<file path="src/rtl/data_port_arbiter.sv">
// data_port_arbiter
// Shares the single Bridge data port between two masters:
//   M0 - CPU memory stage, normally preferred
//   M1 - DMA / debug copy engine, protected from starvation by a wait counter
// Loads take two cycles on the Bridge: the address cycle, which carries the
// grant, and the registered-data cycle (RDATA), where every grant is held off.
//
// Ports:
//   clk, rst                 clock, asynchronous active-high reset
//   mN_req/addr/wdata/we/sel master N access request fields (N = 0, 1)
//   mN_gnt                   master N request accepted this cycle
//   mN_exc                   Bridge exception code for master N's granted access
//   mN_rvalid, mN_rdata      master N load data return
//   data_addr/wdata/mem_write/sel/req  request fields driven to the Bridge
//   data_rdata, data_exc     Bridge read data and exception code
module data_port_arbiter #(
    parameter int unsigned MAX_WAIT = 4,
    parameter logic [2:0]  SEL_IDLE = 3'b000
) (
    input  logic        clk,
    input  logic        rst,
    input  logic        m0_req,
    input  logic [31:0] m0_addr,
    input  logic [31:0] m0_wdata,
    input  logic        m0_we,
    input  logic [2:0]  m0_sel,
    output logic        m0_gnt,
    output logic [4:0]  m0_exc,
    output logic        m0_rvalid,
    output logic [31:0] m0_rdata,
    input  logic        m1_req,
    input  logic [31:0] m1_addr,
    input  logic [31:0] m1_wdata,
    input  logic        m1_we,
    input  logic [2:0]  m1_sel,
    output logic        m1_gnt,
    output logic [4:0]  m1_exc,
    output logic        m1_rvalid,
    output logic [31:0] m1_rdata,
    output logic [31:0] data_addr,
    output logic [31:0] data_wdata,
    output logic        data_mem_write,
    output logic [2:0]  data_sel,
    output logic        data_req,
    input  logic [31:0] data_rdata,
    input  logic [4:0]  data_exc
);

    typedef enum logic {IDLE, RDATA} state_t;
    typedef enum logic [1:0] {OWN_NONE, OWN_M0, OWN_M1} owner_t;

    localparam logic [3:0] WAIT_LIMIT = 4'(MAX_WAIT);

    state_t      state;
    owner_t      owner;
    logic [31:0] lat_addr;
    logic [2:0]  lat_sel;
    logic [3:0]  wait_cnt;

    logic win_m0;
    logic win_m1;
    logic exc_hit;
    logic load_start;

    // Arbitration only happens in IDLE. M1 wins when M0 is quiet or when it
    // has been denied for MAX_WAIT cycles in a row; otherwise M0 wins. Reset
    // is folded in so no grant can leak out while rst is held.
    always_comb begin
        win_m1 = (state == IDLE) && !rst && m1_req && (!m0_req || (wait_cnt == WAIT_LIMIT));
        win_m0 = (state == IDLE) && !rst && m0_req && !win_m1;
    end

    assign exc_hit = (data_exc != 5'd0);

    // A load that the Bridge accepted without exception needs a data cycle.
    // A store or a faulting access completes in its grant cycle.
    always_comb begin
        load_start = 1'b0;
        if (win_m0) begin
            load_start = !m0_we && (m0_sel != SEL_IDLE) && !exc_hit;
        end else if (win_m1) begin
            load_start = !m1_we && (m1_sel != SEL_IDLE) && !exc_hit;
        end
    end

    // Bridge request mux. In RDATA the latched load address and width are
    // re-presented so the Bridge extends the returned data from the right
    // byte lane. data_req is active-low write enable: it only drops for a
    // granted store that raised no exception.
    always_comb begin
        data_addr      = 32'd0;
        data_wdata     = 32'd0;
        data_mem_write = 1'b0;
        data_sel       = SEL_IDLE;
        data_req       = 1'b1;
        m0_gnt         = 1'b0;
        m1_gnt         = 1'b0;
        m0_exc         = 5'd0;
        m1_exc         = 5'd0;
        if (state == RDATA) begin
            data_addr = lat_addr;
            data_sel  = lat_sel;
        end else if (win_m0) begin
            data_addr      = m0_addr;
            data_wdata     = m0_wdata;
            data_mem_write = m0_we;
            data_sel       = m0_sel;
            data_req       = !(m0_we && !exc_hit);
            m0_gnt         = 1'b1;
            m0_exc         = data_exc;
        end else if (win_m1) begin
            data_addr      = m1_addr;
            data_wdata     = m1_wdata;
            data_mem_write = m1_we;
            data_sel       = m1_sel;
            data_req       = !(m1_we && !exc_hit);
            m1_gnt         = 1'b1;
            m1_exc         = data_exc;
        end
    end

    // Read data goes only to the master that owns the outstanding load;
    // everyone else sees zero.
    always_comb begin
        m0_rvalid = (state == RDATA) && (owner == OWN_M0);
        m1_rvalid = (state == RDATA) && (owner == OWN_M1);
        m0_rdata  = m0_rvalid ? data_rdata : 32'd0;
        m1_rdata  = m1_rvalid ? data_rdata : 32'd0;
    end

    // Two-state load sequencer. RDATA always lasts exactly one cycle, so
    // back-to-back loads cost two cycles each. An asynchronous reset drops
    // any outstanding load without producing rvalid.
    always_ff @(posedge clk or posedge rst) begin
        if (rst) begin
            state    <= IDLE;
            owner    <= OWN_NONE;
            lat_addr <= 32'd0;
            lat_sel  <= SEL_IDLE;
        end else begin
            case (state)
                IDLE: begin
                    if (load_start) begin
                        state    <= RDATA;
                        owner    <= win_m1 ? OWN_M1 : OWN_M0;
                        lat_addr <= data_addr;
                        lat_sel  <= data_sel;
                    end
                end
                RDATA: begin
                    state <= IDLE;
                    owner <= OWN_NONE;
                end
                default: begin
                    state <= IDLE;
                    owner <= OWN_NONE;
                end
            endcase
        end
    end

    // Starvation counter for M1: counts every cycle M1 asks and is refused,
    // RDATA cycles included, saturating at the limit. It clears as soon as
    // M1 is served or stops asking.
    always_ff @(posedge clk or posedge rst) begin
        if (rst) begin
            wait_cnt <= 4'd0;
        end else if (m1_req && !m1_gnt) begin
            if (wait_cnt < WAIT_LIMIT) begin
                wait_cnt <= wait_cnt + 4'd1;
            end
        end else begin
            wait_cnt <= 4'd0;
        end
    end

endmodule

</file>
<file path="config.mk">
export PLATFORM = sky130hd
export DESIGN_NAME = data_port_arbiter
export DESIGN_NICKNAME = d
export VERILOG_FILES = /design/src/rtl/data_port_arbiter.sv
export SDC_FILE = /design/constraint.sdc
export NUM_CORES = 1
export LEC_CHECK = 0
export ABC_AREA = 1
export CAP_MARGIN = 0
export CORE_AREA = 2 2 126 128
export DETAILED_ROUTE_END_ITERATION = 6
export DIE_AREA = 0 0 128 130
export PLACE_DENSITY = 0.62
export RECOVER_POWER = 100
export SYNTH_ARGS = -nofsm -noshare
export SYNTH_HDL_FRONTEND = slang
export SYNTH_SLANG_ARGS = --single-unit
</file>
<file path="constraint.sdc">
create_clock -name clk -period 7.65 [get_ports clk]
set_input_delay 1.1475 -clock clk [delete_from_list [all_inputs] [get_ports clk]]
set_output_delay 1.1475 -clock clk [all_outputs]
set_load 0.01 [all_outputs]
</file>
==> results by group, run 1 <==
Outcome
  – Status: finished, violations left
  – Failing checks: max-capacitance violations, max-slew violations

Timing
  – Final Skew: roughly 0.0047 ns
  – Slew at the pin closest to its max-slew limit: ~2 ns
  – Max-slew headroom: -29.9%
  – Fin worst setup slack: 1.25 ns
  – Max-slew violations: about 150
  – Fin crit share: 83.6%
  – RSZ-0062 raised after global routing: no
  – Min Tclk post-route: 6.40 ns
  – Setup TNS Final: 0 ns
  – Setup violators final: 0
  – Max Fclk: 156 MHz
  – Final hold violation count: 0

Place
  – Pre-CTS setup slack: 1.73 ns
  – Placed cell area: 6600 µm²
  – Port bufs: approximately 320
  – Routability cong.: 0.942
  – DP HPWL: between 10 and 15 mm

Finish
  – # fillers: roughly 1.6k
  – Sequential Area: about 1100 µm²
  – Multi-input logic area: 1820 µm²
  – Final #Nets: approximately 1.0k
  – Fin area: between 6000 and 7000 µm²
  – Synth-to-Final Area Change: 107%
  – Share of cells above drive strength 1: about 2.2%

Floorplan
  – Die Footprint: 16600 µm²
  – Core Box Area: 15400 µm²
  – Io pins: 324
  – Die Wd: roughly 130 µm
  – Initial core utilization: 21.1%
  – # rows: 46
  – Die Span Y: 130 µm

Clock tree
  – Cts repair resizes: 0
  – CTS Sinks: between 40 and 50
  – CTS root buf: clkbuf_16
  – Clock buffer depth: 2
  – Setup Fix Bufs, Post-CTS: 0
  – H-tree depth: 2
  – Clk_lat worst skew: 0.28 ns
  – Hold-fix buffers at CTS: 0
  – CTS tree: built
  – Num CTS Buffers: 5
  – Clk slew on worst S/H paths: about 0.06 ns

Setup path
  – WS Path Type: primary input to output pin
  – R2R depth: 11
  – CP max stage cell: a21oi_2
  – Worst setup EP type: output pin
  – Crit path cell chain: dlygate4sd3_1 > clkinv_1 > buf_4 > nand3_1 > a21oi_2 > buf_4 > a22o_1 > dlygate4sd3_1
  – FF-to-FF End: lat_addr[25]
  – Worst path buffer plus inverter count: 5
  – Critical Path Stages: 8
  – Worst path max stage delay: 1.41 ns
  – Flop-to-flop setup slack: 2.18 ns
  – Nature of the critical path startpoint: primary input
  – R2r startpoint: state
  – Crit path DAT: 5.25 ns
  – Top cell family by delay on the critical path: buffers and inverters
  – Crit path required time: 6.50 ns
  – Crit path max fanout: 43

Yosys
  – Top_reg_cell synth: dfrtp_1
  – Syn avg cell area: a little over 6 µm²
  – Syn_nets: 707
  – EDFF count, synth: 0
  – Most frequent cell after synthesis: nand2_1
  – Yosys top cell area share: 32.2%
  – Post-synth ARST share: 100%
  – Seq cells post-synth: 42
  – Post-synthesis sequential area ratio: 32.2%
  – Area leader, netlist: dfrtp_1
  – YS warnings: 0
  – Area contributors post-synth: dfrtp_1, nand2_1, nand3_1
  – Synth top cells by count: nand2_1, nor2_1, nand3_1
  – Post-Syn Area: roughly 3300 µm²
  – Mapped Cells: 528
  – Synth unique cells: 23

Routing
  – First drt pass iteration count: 4
  – Final ANT Viol Nets: 0
  – Wirelength per Cell: 16.9 µm
  – DRT Wirelength: 17.3 mm
  – DRC errors left: 0
  – 1st-iter DRT viols: 185
  – Via count: between 4k and 5k
  – Vias per inst: 4.45

Min path
  – Hold Crit Endpoint: lat_sel[1]
  – Hold Path Stages: 2
  – Hold Crit Class: flip-flop to flip-flop
  – Hold_sp: lat_sel[1]

Power and ir drop
  – Maximum VDD drop: about 0.00012 V
  – P_leak: 3.50 nW
  – Pwr/cell area: 111 nW/µm²

GRT
  – Number of global-route vias before repair: between 4k and 5k
  – Total congestion overflow: 0
  – First-pass GRT wire length: around 26 mm
  – All-Layer GR Usage: 20.1%
  – Initial antenna violation count: 2
  – Largest net degree at the start of global routing: 47

Flow run
  – Max-cap violations: 4
[sequential cells by signal, summed over array words and instances (netlist names)]
register	count
wait_cnt	4
owner	2
state	1
lat_addr	32
lat_sel	3
[cell families after synthesis]
kind of cell / Yosys count / share of synthesized area (%)
buffers and inverters: 87 / 12.0
XOR/XNOR: 1 / 0.269
flip-flops: 42 / 32.2
AND/OR/NAND/NOR: 358 / 45.0
adder cells (fa/ha/maj): 2 / 0.768
AO/OA/AOI/OAI: 38 / 9.71
[area by class of cell]
type | count | share of cell area, %
Timing Repair Buffer | 329 | 48.4
Multi-Input combinational cell | 399 | 27.0
Sequential cell | 42 | 15.6
Tap cell | 192 | 3.56
Inverter | 52 | 2.93
Clock buffer | 6 | 2.06
Clock inverter | 1 | 0.445
Antenna cell | 2 | 0.0741
[tightest hold or removal path: stages, from the launching register on]
cell     delay (ns)
dfrtp_1        0.34
nand2_1        0.05
nand2_1        0.05
[report_power, final]
| part | leakage (nW) | total [mW] | internal, mW | switching, mW |
|---|---|---|---|---|
| Clock | 0.0830 | 0.242 | 0.161 | 0.0812 |
| Combinational | 2.85 | 0.247 | 0.143 | 0.104 |
| Sequential | 0.563 | 0.262 | 0.248 | 0.0140 |
| Total | 3.50 | 0.752 | 0.552 | 0.200 |
[metal layers]
layer	share of wire [%]	GRT usage, %	wire length (µm)	up-vias
met4	1.5	4.65	267	0
li1	-	-	-	2263
met2	48	34.2	8250	187
met1	41	25.5	7160	2082
met5	0	0	0	-
met3	9.1	5.45	1580	16
[worst max path at each step]
| stage | from | to | slack [ns] |
|---|---|---|---|
| final | rst | data_wdata[19] | 1.25 |
| after global routing | rst | data_wdata[24] | 0.87 |
| after CTS | rst | data_req | 1.75 |
| after detailed placement | rst | data_req | 1.73 |
| after global placement | rst | data_req | 1.86 |
| after floorplan | rst | data_req | 3.30 |
[layout by cell type, fill, tap and decap left out, types with 5 or more instances in the layout]
master,count
nand2_1,186
clkdlybuf4s50_1,180
dlygate4sd3_1,143
nor2_1,88
nand3_1,77
inv_1,49
dfrtp_1,42
a22o_1,32
clkbuf_16,5
[per-stage QoR]
stage	utilization, %	instances	power, mW	hold WS (ns)
floorplan	-	528	0.360	0.449
global placement	42.8	1014	0.524	0.463
detailed placement	42.8	1014	0.525	0.465
CTS	43.9	1021	0.773	0.482
global route	43.8	1023	0.797	0.500
finish	43.8	1023	0.752	0.479
(Power assumes the default switching activity.)
==> run 2: changes to the inputs <==
--- a/config.mk
+++ b/config.mk
@@ -7,10 +7,10 @@
 export LEC_CHECK = 0
 export ABC_AREA = 1
 export CAP_MARGIN = 0
-export CORE_AREA = 2 2 126 128
+export CORE_AREA = 2 2 124 126
 export DETAILED_ROUTE_END_ITERATION = 6
-export DIE_AREA = 0 0 128 130
-export PLACE_DENSITY = 0.62
+export DIE_AREA = 0 0 126 128
+export PLACE_DENSITY = 0.63
 export RECOVER_POWER = 100
 export SYNTH_ARGS = -nofsm -noshare
 export SYNTH_HDL_FRONTEND = slang
==> constraint.sdc (replaced) <==
create_clock -name clk -period 6.4 [get_ports clk]
set_input_delay 0.96 -clock clk [delete_from_list [all_inputs] [get_ports clk]]
set_output_delay 0.96 -clock clk [all_outputs]
set_load 0.01 [all_outputs]
==> results by group, run 2 (synthesis results as in run 1) <==
Routing
  – Via count: 4553 (+0.11%)
  – First drt pass iteration count: 7 (+3)
  – Wirelength per Cell: 16.5 µm (-1.9%)
  – Vias per inst: 4.46 (+0.31%)
  – 1st-iter DRT viols: 166 (-10%)
  – DRC errors left: 0 (unchanged)
  – Final ANT Viol Nets: 0 (unchanged)
  – DRT Wirelength: 16.9 mm (-2.1%)

Power and ir drop
  – P_leak: 3.50 nW (+0.12%)
  – Pwr/cell area: 132 nW/µm² (+19%)
  – Maximum VDD drop: 0.000104 V (-11%)

Min path
  – Hold Crit Class: flip-flop to flip-flop
  – Hold Path Stages: 2 (unchanged)
  – Hold_sp: lat_addr[25]
  – Hold Crit Endpoint: lat_addr[25]

Floorplan
  – Die Footprint: 16100 µm² (-3.1%)
  – Core Box Area: 14900 µm² (-3.6%)
  – Initial core utilization: 21.9% (+0.80 points)
  – Die Wd: 126 µm (-1.6%)
  – # rows: 45 (-2.2%)
  – Io pins: 324 (unchanged)
  – Die Span Y: 128 µm (-1.5%)

GRT
  – Total congestion overflow: 0 (unchanged)
  – All-Layer GR Usage: 20.3% (+0.18 points)
  – First-pass GRT wire length: 25.7 mm (+0.16%)
  – Initial antenna violation count: 2 (unchanged)
  – Number of global-route vias before repair: 4418 (-0.88%)
  – Largest net degree at the start of global routing: 46 (-2.1%)

Clock tree
  – CTS tree: built
  – Hold-fix buffers at CTS: 0 (unchanged)
  – Cts repair resizes: 0 (unchanged)
  – Num CTS Buffers: 5 (unchanged)
  – Clk slew on worst S/H paths: 0.06 ns (about the same)
  – CTS Sinks: 42 (unchanged)
  – H-tree depth: 2 (unchanged)
  – Clock buffer depth: 2 (unchanged)
  – Setup Fix Bufs, Post-CTS: 0 (unchanged)
  – Clk_lat worst skew: 0.28 ns (about the same)
  – CTS root buf: clkbuf_16

Timing
  – Max Fclk: a little under 200 MHz
  – Final hold violation count: 0 (unchanged)
  – Max-slew violations: 43 (-72%)
  – RSZ-0062 raised after global routing: no
  – Fin crit share: 80.2%
  – Setup TNS Final: 0 ns (unchanged)
  – Max-slew headroom: -60.7% (-31 points)
  – Setup violators final: 0 (unchanged)
  – Slew at the pin closest to its max-slew limit: 2.41 ns (+0.462 ns)
  – Final Skew: 0.0112 ns (+0.00645 ns)
  – Min Tclk post-route: between 5 and 6 ns

Setup path
  – Worst path max stage delay: 0.95 ns (-0.46 ns)
  – R2r startpoint: state
  – Crit path max fanout: 34 (-21%)
  – FF-to-FF End: lat_addr[24]
  – CP max stage cell: clkbuf_1
  – Worst path buffer plus inverter count: 5 (unchanged)
  – Crit path DAT: 4.17 ns (-1.08 ns)
  – Top cell family by delay on the critical path: buffers and inverters
  – Crit path required time: 5.44 ns (-1.06 ns)
  – Worst setup EP type: output pin
  – WS Path Type: flip-flop to output pin
  – Most frequent CP cell: nand2_1
  – Flop-to-flop setup slack: 1.62 ns (-0.56 ns)
  – Nature of the critical path startpoint: flip-flop
  – Crit path cell chain: clkbuf_1 > inv_1 > nand3_1 > inv_1 > nand2_1 > nand2_4 > inv_2 > nand2_1 > o21ai_0 > nand2_1 > dlygate4sd3_1
  – R2R depth: 11 (unchanged)

Place
  – Port bufs: 323 (unchanged)
  – DP HPWL: 13.5 mm (-0.57%)
  – Routability cong.: 0.931 (-1.2%)

Flow run
  – Max-cap violations: 1 (-3)

Finish
  – Number of flip-flops in the largest register: 32 (unchanged)
  – Share of cells above drive strength 1: 2.05% (-0.13 points)
  – Fin util: 45.5% (+1.7 points)
  – Most frequent cells in the layout: nand2_1, clkdlybuf4s50_1, dlygate4sd3_1
  – Largest Register: lat_addr
  – Final #Nets: 1009 (+0.099%)
  – Most common cell after layout, fill and taps aside: nand2_1
  – Largest regs: lat_addr (32), wait_cnt (4), lat_sel (3)
  – Synth-to-Final Area Change: 107% (about the same)

Outcome
  – Failing checks: max-capacitance violations, max-slew violations
  – Status: finished, violations left
-- run 2: changes by cell type in the layout (fill, tap and decap cells not counted), sizes merged --
cell           change
clkdlybuf4s50      -2
clkinvlp           +1
buf                +1
dlygate4sd3        +2
-- run 2: worst min-delay path: cells and delay by family, from the launching register on --
family           cells  cell delay, ns
DFF                  1            0.34
and+or+nand+nor      2            0.10
-- run 2: through the flow --
| stage | setup slack, ns | area (µm²) | hold WS, ns | total power [mW] | std cells |
|---|---|---|---|---|---|
| after floorplan | 2.42 | 3260 | 0.449 | 0.430 | 528 |
| after global placement | 1.86 | 6600 | 0.462 | 0.624 | 1011 |
| after detailed placement | 1.83 | 6600 | 0.466 | 0.627 | 1011 |
| after CTS | 1.82 | 6770 | 0.482 | 0.921 | 1019 |
| after global routing | 0.841 | 6760 | 0.497 | 0.948 | 1021 |
| final | 1.27 | 6760 | 0.478 | 0.894 | 1021 |
-- run 2: how the worst max path moves through the flow --
| stage | cells after the start | slack (ns) | startpoint | end |
|---|---|---|---|---|
| final | 11 | 1.27 | state | data_req |
| after global routing | 11 | 0.84 | state | data_req |
| after CTS | 8 | 1.82 | m0_req | data_mem_write |
| after detailed placement | 8 | 1.83 | m0_req | data_mem_write |
| after global placement | 7 | 1.86 | m0_req | data_wdata[27] |
| after floorplan | 7 | 2.42 | rst | data_req |
-- run 2: area by class of cell --
| class | count | area [µm²] |
|---|---|---|
| fill | 1543 | 8110 |
| timing repair buffer | 330 | 3270 |
| multi-input combinational | 399 | 1830 |
| sequential | 42 | 1050 |
| tap | 188 | 235 |
| inverter | 52 | 198 |
| clock buffer | 6 | 129 |
| clock inverter | 2 | 37.5 |
| antenna | 2 | 5.00 |
-- run 2: power breakdown --
group	switching (mW)	internal (mW)
combinational	0.125	0.170
clock	0.102	0.184
sequential	0.0168	0.296
total	0.243	0.651
-- run 2: per-layer routing --
| layer | wire (µm) | up-vias | track usage [%] |
|---|---|---|---|
| li1 | - | 2266 | - |
| met1 | 6870 | 2077 | 24.2 |
| met2 | 8610 | 196 | 37.1 |
| met3 | 1160 | 14 | 4.55 |
| met4 | 259 | 0 | 4.65 |
| met5 | 0 | - | 0 |
==> run 3: changes to the inputs <==
==> constraint.sdc (replaced) <==
create_clock -name clk -period 5.3 [get_ports clk]
set_input_delay 0.795 -clock clk [delete_from_list [all_inputs] [get_ports clk]]
set_output_delay 0.795 -clock clk [all_outputs]
set_load 0.01 [all_outputs]
==> results by group, run 3 (synthesis results as in run 1) <==
Timing
  – Setup violators final: 0 (unchanged)
  – Final hold violation count: 0 (unchanged)
  – Setup TNS Final: 0 ns (unchanged)
  – Slew at the pin closest to its max-slew limit: 2.37 ns (-0.0449 ns)
  – Max-slew headroom: -57.8% (+3.0 points)
  – Final Skew: 0.00486 ns (-0.00632 ns)
  – Max Fclk: 232 MHz
  – RSZ-0062 raised after global routing: no
  – Fin crit share: 81.2%
  – Min Tclk post-route: 4.30 ns
  – Max-slew violations: 81 (+88%)

Routing
  – DRT Wirelength: 16.6 mm (-1.6%)
  – 1st-iter DRT viols: 202 (+22%)
  – Vias per inst: 4.52 (+1.3%)
  – Wirelength per Cell: 16.3 µm (-1.5%)
  – Via count: 4607 (+1.2%)
  – Final ANT Viol Nets: 0 (unchanged)
  – DRC errors left: 0 (unchanged)
  – First drt pass iteration count: 4 (-3)

Power and ir drop
  – Maximum VDD drop: 0.000120 V (+15%)
  – P_leak: 3.50 nW (-0.13%)
  – Pwr/cell area: 160 nW/µm² (+21%)

Floorplan
  – Initial core utilization: 21.9% (unchanged)
  – Die Footprint: 16100 µm² (unchanged)
  – Die Wd: 126 µm (unchanged)
  – Io pins: 324 (unchanged)
  – Core Box Area: 14900 µm² (unchanged)
  – # rows: 45 (unchanged)
  – Die Span Y: 128 µm (unchanged)

Finish
  – Synth-to-Final Area Change: 108%
  – Final #Nets: 1008 (-0.099%)
  – Fin util: 45.5% (+0.059 points)
  – Most common cell after layout, fill and taps aside: nand2_1
  – Most frequent cells in the layout: nand2_1, clkdlybuf4s50_1, dlygate4sd3_1
  – Largest regs: lat_addr (32), wait_cnt (4), lat_sel (3)
  – Number of flip-flops in the largest register: 32 (unchanged)
  – Share of cells above drive strength 1: 2.29% (+0.24 points)
  – Largest Register: lat_addr

Clock tree
  – CTS tree: built
  – Cts repair resizes: 0 (unchanged)
  – Num CTS Buffers: 5 (unchanged)
  – Clk_lat worst skew: 0.28 ns (about the same)
  – Setup Fix Bufs, Post-CTS: 0 (unchanged)
  – H-tree depth: 2 (unchanged)
  – CTS Sinks: 42 (unchanged)
  – CTS root buf: clkbuf_16
  – Clock buffer depth: 2 (unchanged)
  – Clk slew on worst S/H paths: 0.06 ns (about the same)
  – Hold-fix buffers at CTS: 0 (unchanged)

GRT
  – Number of global-route vias before repair: 4501 (+1.9%)
  – Initial antenna violation count: 2 (unchanged)
  – First-pass GRT wire length: 25.5 mm (-0.86%)
  – All-Layer GR Usage: 20.0% (-0.26 points)
  – Largest net degree at the start of global routing: 51 (+11%)
  – Total congestion overflow: 0 (unchanged)

Setup path
  – Nature of the critical path startpoint: flip-flop
  – Crit path max fanout: 37 (+8.8%)
  – Crit path DAT: 3.51 ns (-0.66 ns)
  – Crit path required time: 4.51 ns (-0.93 ns)
  – Worst setup EP type: output pin
  – WS Path Type: flip-flop to output pin

Place
  – Routability cong.: 0.870 (-6.5%)
  – Port bufs: 323 (unchanged)
  – DP HPWL: 13.1 mm (-3.6%)

Outcome
  – Status: finished, violations left
  – Failing checks: max-capacitance violations, max-slew violations

Min path
  – Hold Crit Class: flip-flop to flip-flop

Flow run
  – Max-cap violations: 2 (+1)
[run 3: cell count changes in the layout (fill, tap and decap cells not counted)]
cell             delta
clkbuf_1            -1
inv_1               -1
clkdlybuf4s50_1     +2
nand2_2             +1
nand2_1             -1
buf_4               -2
inv_2               +1
dlygate4sd3_1       -2
clkbuf_2            +1
buf_12              +1
[run 3: layout make-up]
| cell class | instances | area, µm² |
|---|---|---|
| Antenna cell | 2 | 5.00 |
| Clock buffer | 6 | 129 |
| Clock inverter | 2 | 37.5 |
| Fill cell | 1547 | 8100 |
| Inverter | 52 | 198 |
| Multi-Input combinational cell | 399 | 1830 |
| Sequential cell | 42 | 1050 |
| Tap cell | 188 | 235 |
| Timing Repair Buffer | 329 | 3280 |
[run 3: routing by layer]
layer / GRT usage [%] / vias to the layer above / routed length (µm)
li1: - / 2269 / -
met3: 3.55 / 16 / 1170
met1: 24.6 / 2114 / 6700
met5: 0 / - / 0
met2: 36.3 / 208 / 8430
met4: 4.78 / 0 / 331
[run 3: worst paths after layout]
kind | cells past startpoint | to | startpoint | slack (ns)
min | 2 | lat_addr[3] | lat_addr[3] | 0.48
min reg2reg | 2 | lat_addr[3] | lat_addr[3] | 0.48
max reg2reg | 8 | lat_addr[27] | state | 1.70
max in group asynchronous | 3 | lat_addr[4] | rst | 2.04
min in group asynchronous | 3 | lat_addr[2] | rst | 1.92
max | 8 | data_req | state | 1.0
[run 3: report_power, final]
part	internal (mW)	switching, mW
Sequential	0.358	0.0203
Clock	0.222	0.121
Combinational	0.206	0.152
Total	0.787	0.293
[run 3: through the flow]
step | instance area, µm² | hold slack (ns) | std cells | worst slack [ns] | power [mW]
final | 6770 | 0.477 | 1020 | 0.998 | 1.08
after global routing | 6770 | 0.502 | 1020 | 0.653 | 1.15
after CTS | 6770 | 0.482 | 1018 | 1.37 | 1.12
after detailed placement | 6610 | 0.465 | 1010 | 1.38 | 0.759
after global placement | 6610 | 0.462 | 1010 | 1.38 | 0.757
after floorplan | 3260 | 0.449 | 528 | 1.65 | 0.520
[run 3: worst max-delay path: stages, from the launching register on]
cell	delay, ns
dfrtp_1	0.35
clkbuf_1	1.34
nor3b_4	0.11
nand2_4	0.20
inv_2	0.26
nand2_1	0.13
o21ai_0	0.11
nand2_1	0.10
dlygate4sd3_1	0.60
